### src/rtl/divclock_pkg.sv
// Shared types and default limits for the divided-clock monitor.
package divclock_pkg;

  typedef enum logic [1:0] {
    IDLE,
    MEASURE,
    LOCKED
  } state_t;

  localparam int unsigned DEF_MIN_PERIOD = 3;
  localparam int unsigned DEF_MAX_PERIOD = 4;
  localparam int unsigned DEF_LOCK_COUNT = 8;

endpackage

### src/rtl/sync_rise_detect.sv
// Two-flop synchronizer plus history flop; flags a rising edge of din in the clk domain.
module sync_rise_detect (
  input  logic clk,
  input  logic reset,
  input  logic din,
  output logic rise
);

  logic s1, s2, s3;

  always_ff @(posedge clk) begin
    if (reset) begin
      s1 <= 1'b0;
      s2 <= 1'b0;
      s3 <= 1'b0;
    end else begin
      s1 <= din;
      s2 <= s1;
      s3 <= s2;
    end
  end

  assign rise = s2 & ~s3;

endmodule

### src/rtl/divclock_monitor.sv
// Measures divclock periods in fullclock cycles, tracks lock and counts bad periods and stalls.
module divclock_monitor
  import divclock_pkg::*;
#(
  parameter int unsigned MIN_PERIOD = DEF_MIN_PERIOD,
  parameter int unsigned MAX_PERIOD = DEF_MAX_PERIOD,
  parameter int unsigned LOCK_COUNT = DEF_LOCK_COUNT,
  parameter int unsigned CNT_WIDTH  = 8,
  parameter int unsigned ERR_WIDTH  = 16
) (
  input  logic                 fullclock,
  input  logic                 reset,
  input  logic                 divclock,
  input  logic                 clear_errors,
  output logic [CNT_WIDTH-1:0] period,
  output logic                 period_valid,
  output logic                 locked,
  output logic [ERR_WIDTH-1:0] error_count
);

  localparam int unsigned GR_WIDTH = $clog2(LOCK_COUNT + 1);
  localparam logic [CNT_WIDTH-1:0] P_MIN = CNT_WIDTH'(MIN_PERIOD);
  localparam logic [CNT_WIDTH-1:0] P_MAX = CNT_WIDTH'(MAX_PERIOD);
  localparam logic [CNT_WIDTH-1:0] P_TO  = CNT_WIDTH'(MAX_PERIOD + 1);
  localparam logic [GR_WIDTH-1:0]  GR_LOCK = GR_WIDTH'(LOCK_COUNT);

  logic                 rise;
  logic [CNT_WIDTH-1:0] cnt;
  state_t               state, state_n;
  logic [GR_WIDTH-1:0]  good_run, good_run_n;
  logic [CNT_WIDTH-1:0] period_n;
  logic                 pv_n, locked_n, err_inc, in_window;
  logic [ERR_WIDTH-1:0] err_n;

  sync_rise_detect u_sync (
    .clk   (fullclock),
    .reset (reset),
    .din   (divclock),
    .rise  (rise)
  );

  always_ff @(posedge fullclock) begin
    if (reset)
      cnt <= '0;
    else if (rise)
      cnt <= CNT_WIDTH'(1);
    else if (cnt != '1)
      cnt <= cnt + CNT_WIDTH'(1);
  end

  always_comb begin
    state_n    = state;
    good_run_n = good_run;
    period_n   = period;
    pv_n       = 1'b0;
    locked_n   = locked;
    err_inc    = 1'b0;
    in_window  = (cnt >= P_MIN) && (cnt <= P_MAX);
    case (state)
      IDLE: begin
        if (rise) begin
          state_n    = MEASURE;
          good_run_n = '0;
        end
      end
      MEASURE, LOCKED: begin
        // A rise wins over the timeout, so a rise at MAX_PERIOD+1 is one bad period.
        if (rise) begin
          pv_n     = 1'b1;
          period_n = cnt;
          if (in_window) begin
            if (good_run != GR_LOCK)
              good_run_n = good_run + GR_WIDTH'(1);
            if (state == MEASURE && good_run_n == GR_LOCK) begin
              state_n  = LOCKED;
              locked_n = 1'b1;
            end
          end else begin
            good_run_n = '0;
            err_inc    = 1'b1;
            locked_n   = 1'b0;
            state_n    = MEASURE;
          end
        end else if (cnt == P_TO) begin
          err_inc    = 1'b1;
          good_run_n = '0;
          locked_n   = 1'b0;
          state_n    = IDLE;
        end
      end
      default: state_n = IDLE;
    endcase

    if (clear_errors)
      err_n = err_inc ? ERR_WIDTH'(1) : '0;
    else if (err_inc && error_count != '1)
      err_n = error_count + ERR_WIDTH'(1);
    else
      err_n = error_count;
  end

  always_ff @(posedge fullclock) begin
    if (reset) begin
      state        <= IDLE;
      good_run     <= '0;
      period       <= '0;
      period_valid <= 1'b0;
      locked       <= 1'b0;
      error_count  <= '0;
    end else begin
      state        <= state_n;
      good_run     <= good_run_n;
      period       <= period_n;
      period_valid <= pv_n;
      locked       <= locked_n;
      error_count  <= err_n;
    end
  end

endmodule

### config.mk
export PLATFORM = sky130hd
export DESIGN_NAME = divclock_monitor
export DESIGN_NICKNAME = d
export VERILOG_FILES = /design/src/rtl/divclock_pkg.sv /design/src/rtl/sync_rise_detect.sv /design/src/rtl/divclock_monitor.sv
export SDC_FILE = /design/constraint.sdc
export NUM_CORES = 1
export LEC_CHECK = 0
export CORE_ASPECT_RATIO = 0.9
export CORE_MARGIN = 2
export CORE_UTILIZATION = 45
export CTS_CLUSTER_SIZE = 16
export DETAILED_ROUTE_END_ITERATION = 10
export GPL_TIMING_DRIVEN = 1
export PLACE_DENSITY_LB_ADDON = 0.12
export SLEW_MARGIN = 20
export SYNTH_ARGS = -nofsm -noshare
export SYNTH_HDL_FRONTEND = slang
export SYNTH_HIERARCHICAL = 1
export SYNTH_SLANG_ARGS = --single-unit
### constraint.sdc
create_clock -name fullclock -period 5.6 [get_ports fullclock]
set_input_delay 1.12 -clock fullclock [delete_from_list [all_inputs] [get_ports fullclock]]
set_output_delay 1.12 -clock fullclock [all_outputs]
set_load 0.02 [all_outputs]
Yosys cells after proc, flatten, opt, wreduce, memory -nomap -nowiden
Cells that the tools add are included.

Bits in registers: 43. Input bits: 4. Output and inout bits: 26. Word-level logic and storage cells: 74.

Add/subtract/negate cells: 3. $lt $le $gt $ge: 2. Equal/unequal tests: 11. Mux-type cells: 29. Bitwise logic cells: 3. Reduce and logical (&&, ||, !) cells: 15.

Operator list (number): 16-bit two-way mux (2); 4-bit two-way mux (8); 16-bit by 1-bit adder with 16-bit output, second input constant (1); 16-bit != test, second input constant (1); 1-bit two-way mux (12); 2-bit two-way mux (5); 3-bit AND reduction (3); 8-bit by 1-bit adder with 8-bit output, second input constant (1); 8-bit by 3-bit == test with 1-bit output, second input constant (1); 8-bit by 2-bit greater-or-equal comparator with 1-bit output, second input constant (1); 8-bit by 3-bit <= comparator with 1-bit output, second input constant (1); 4-bit != test, second input constant (2); 8-bit != test, second input constant (1); 4-bit one-hot mux with 2 select lines (1); 2-bit nonzero test (4); 2-bit OR reduction (3); 4-bit by 1-bit adder with 4-bit output, second input constant (1); 4-bit == test, second input constant (1); 2-bit one-hot mux with 2 select lines (1); 1-bit logical AND (3); 3-bit by 2-bit != test with 1-bit output, second input constant (1); 3-bit != test, second input constant (1); 2-bit by 1-bit == test with 1-bit output, second input constant (1); 2-bit == test, second input constant (1); 5 further kinds (6).

Longest topological paths before layout
Depth after elaboration: 11. Mapped depth: 9. Mapped depth without buffers: 7.

By module
The synthesis kept the hierarchy.

Modules (own cells, without submodules): divclock_monitor (instances 1, cells an instance 254, area an instance 2104.5 µm², sequential area each 800.8 µm²); sync_rise_detect (instances 1, cells an instance 7, area an instance 87.6 µm², sequential area each 60.1 µm²).

Worst setup path before layout
OpenSTA, ideal clock, no wires.

Path type: register to register. From: reg cnt[0]. To: reg error_count[12]. Setup time: 0.070 ns. Arrival time: 1.875 ns. Required time: 5.530 ns. Path slack: 3.655 ns. Cell stages (with the launch flop): 9. Buffers on the path: 1. Period minus slack after synthesis: 1.945 ns. Cells stage by stage: dfxtp_1 inv_1 ha_1 mux2_4 nand4_2 nand3_4 buf_6 or4_1 a21oi_1.

Cells in the longest elaborated chain, start to end: 7. Elaborated cells on any way between the ends: 10. Classes of those cells: order compare (2); eq/ne (1); mux (4); reduce/logical (3).

RTL lines: start, declared (RTL line divclock_monitor.sv:28) `logic [CNT_WIDTH-1:0] cnt;`; start signal, assigned (RTL line divclock_monitor.sv:48) `cnt <= cnt + CNT_WIDTH'(1);`; 8-bit by 2-bit greater-or-equal comparator with 1-bit output / 8-bit by 3-bit <= comparator with 1-bit output (equally long branches) (RTL line divclock_monitor.sv:58) `in_window = (cnt >= P_MIN) && (cnt <= P_MAX);`; 1-bit logical AND (RTL line divclock_monitor.sv:58); 1-bit two-way mux (RTL line divclock_monitor.sv:71) `if (in_window) begin`; 1-bit two-way mux * (RTL line divclock_monitor.sv:68) `if (rise) begin`; 1-bit two-way mux * (RTL line divclock_monitor.sv:59) `case (state)`; 1-bit logical AND * (RTL line divclock_monitor.sv:96) `else if (err_inc && error_count != '1)`; 2-bit nonzero test (no line) *; end signal, assigned (RTL line divclock_monitor.sv:116) `error_count <= err_n;`; end, declared (RTL line divclock_monitor.sv:18) `output logic [ERR_WIDTH-1:0] error_count`.

Every way passes the cells marked *; elsewhere a longest branch is shown, timed or not. A chain may end at the register's enable or synchronous reset.

Worst setup path in the final report
From: reg error_count[10]. To: out error_count[10].

No word-level cell between the ends.

==> results.txt <==
Status - complete, no violations
Synth area leaders - dfxtp_1, a21oi_1, nand2_1
Fraction of layout instances using a drive strength above 1 - 0.0621
Async SR Flop Fraction - 0
CP Class - register to primary output
Longest Clk Path Bufs - 2
# port buffers - 29
First-pass GRT wire length - 8250 um
Root Driver - clkbuf_8
Cts hold-fix bufs - 0
Chip height - 70.2 um
Initial antenna violation count - 0
Yosys reg bits - 43
Cell Pwr Density - 223 nW/um2
Overall Power - 0.000586 W
Post-synth EDFFs - 0
Initial Util - 0.459
Fmax achieved - 394 MHz
Area after DPL - 2530 um2
Clock transition at path regs - 80 ps
Cts repair resizes - 0
Ant diodes - 0
Register area share after synthesis - 0.393
Critical Path AT - 1420 ps
Largest net degree at the start of global routing - 28
Distinct cells, synth - 43
LEAKAGE - 0.847 nW
Area leader, netlist - dfxtp_1
Relative slew slack - 0.419
Final Instance Area - 2630 um2
Top cell type's share of synthesized area - 0.393
Worst Skew - 6.01 ps
Mapped Area - 2190 um2
Cell Rows - 24
Postcts setup bufs - 0
Grt total ovfl - 0
CTS tree - yes
Number of global-route vias before repair - 1,785
Max stage delay on crit path - 650 ps
H-tree depth - 2
Most common cell in the netlist - dfxtp_1
ANT nets after route - 0
Vias per Instance - 5.50
Final Max Slew Viols - 0
Fillers - 444
Final hold vios - 0
Synthesized Nets - 274
Final setup viols - 0
Placeable Area - 4770 um2
Total GRT Usage - 0.187
Setup tns final - 0 ps
Area Growth Syn to Fin - 19.8%
Gate Count Post-Synth - 261
Worst-Skew Late Latency - 290 ps
Yosys Warn Count - 6
Pre-antenna DRT Iters - 4
DR vias - 1,952
Sink Count - 43
Final worst-path cycle share - 0.453
Worst path cell trace - clkdlybuf4s50_1
Post-layout min period - 2540 ps
MaxCap Viol Count - 0
Synthesized area per cell - 8.40 um2
Violation count after the first detailed-routing iteration - 124
Die W - 77.6 um
Final WL - 4730 um
Cell family with most CP delay - buffers and inverters
Worst EP required - 4480 ps
Worst hold path class - register to register
Dominant synthesized flop cell - dfxtp_1
Die area - 5450 um2
Ports - 30
Routability cong. - 0.797
Commonest cells post-synth - dfxtp_1, nand2_1, a21oi_1
Critical path's slowest cell - clkdlybuf4s50_1
Core Util, Final - 0.550
Reg-to-reg setup timing slack - 3330 ps
CP Max Fanout - 8
Final HPWL DP - 3370 um
WL/cell - 13.3 um
Startpoint types - register
Buf/Inv on CP - 1
RSZ-0062 raised after global routing - false
CP Capture Type - primary output
Worst Tran Pin Value - 869 ps
Fin nets - 302
Peak supply drop - 0.000154 V
DRC - 0
Num CTS Buffers - 5
## per-stage QoR
stage / std cells / hold WS [ps] / setup slack (ps)
after detailed placement: 347 / 431 / 3070
after CTS: 355 / 461 / 3040
after global routing: 355 / 482 / 2960
after global placement: 347 / 430 / 3090
after floorplan: 261 / 414 / 3650
final: 355 / 459 / 3060
## routing by layer
| layer | routed length, um | global-route usage |
|---|---|---|
| met1 | 2510 | 0.280 |
| met2 | 1960 | 0.260 |
| met5 | 0 | 0 |
| met3 | 212 | 0.0426 |
| met4 | 49 | 0.0655 |
## cells in the final DEF, fill, tap and decap left out, types with 4 or more instances in the layout
cell type / n
nor2_1: 18
clkdlybuf4s50_1: 29
nor2b_1: 8
o21ai_0: 7
a21oi_1: 29
nand4_1: 10
nand2_1: 36
o31ai_1: 8
or4_1: 10
clkbuf_8: 7
dfxtp_1: 43
nor3_1: 4
and3_1: 4
inv_1: 8
ha_1: 9
xor2_1: 4
nand3_1: 8
nor4_1: 4
## where the power goes
group	leakage, nW	internal [W]	switching, W
Clock	0.0515	0.000113	0.000101
Combinational	0.447	0.0000223	0.0000346
Sequential	0.348	0.000311	0.00000530
Total	0.847	0.000446	0.000141
## cell type report
type | count | area, um2 | share of cell area
multi-input combinational | 201 | 1260 | 0.478
timing repair buffer | 30 | 298 | 0.113
sequential | 43 | 861 | 0.328
clock buffer | 8 | 100 | 0.0381
inverter | 8 | 30.0 | 0.0114
tap | 65 | 81.3 | 0.0310
## logic make-up after synthesis
| kind of cell | after synthesis | synth area share |
|---|---|---|
| buf+inv | 17 | 0.0342 |
| xor+xnor | 7 | 0.0280 |
| compound gates | 58 | 0.162 |
| simple gates | 122 | 0.307 |
| fa+ha+maj | 9 | 0.0514 |
| mux | 5 | 0.0257 |
| flops | 43 | 0.393 |
## path summary, 6_finish.rpt
check             startpoint               to  cells after the start
min reg2reg        period[1]        period[1]                      2
min                period[1]        period[1]                      2
max          error_count[10]  error_count[10]                      1
max reg2reg         state[0]         state[0]                      6
## sequential cells by signal, indices dropped and copies added, names as in the netlist
register	flops
u_sync/s2	1
locked	1
error_count	16
u_sync/s1	1
cnt	8
period	8
state	2
period_valid	1
u_sync/s3	1
good_run	4
No activity file was read; power rests on OpenSTA's default activity.
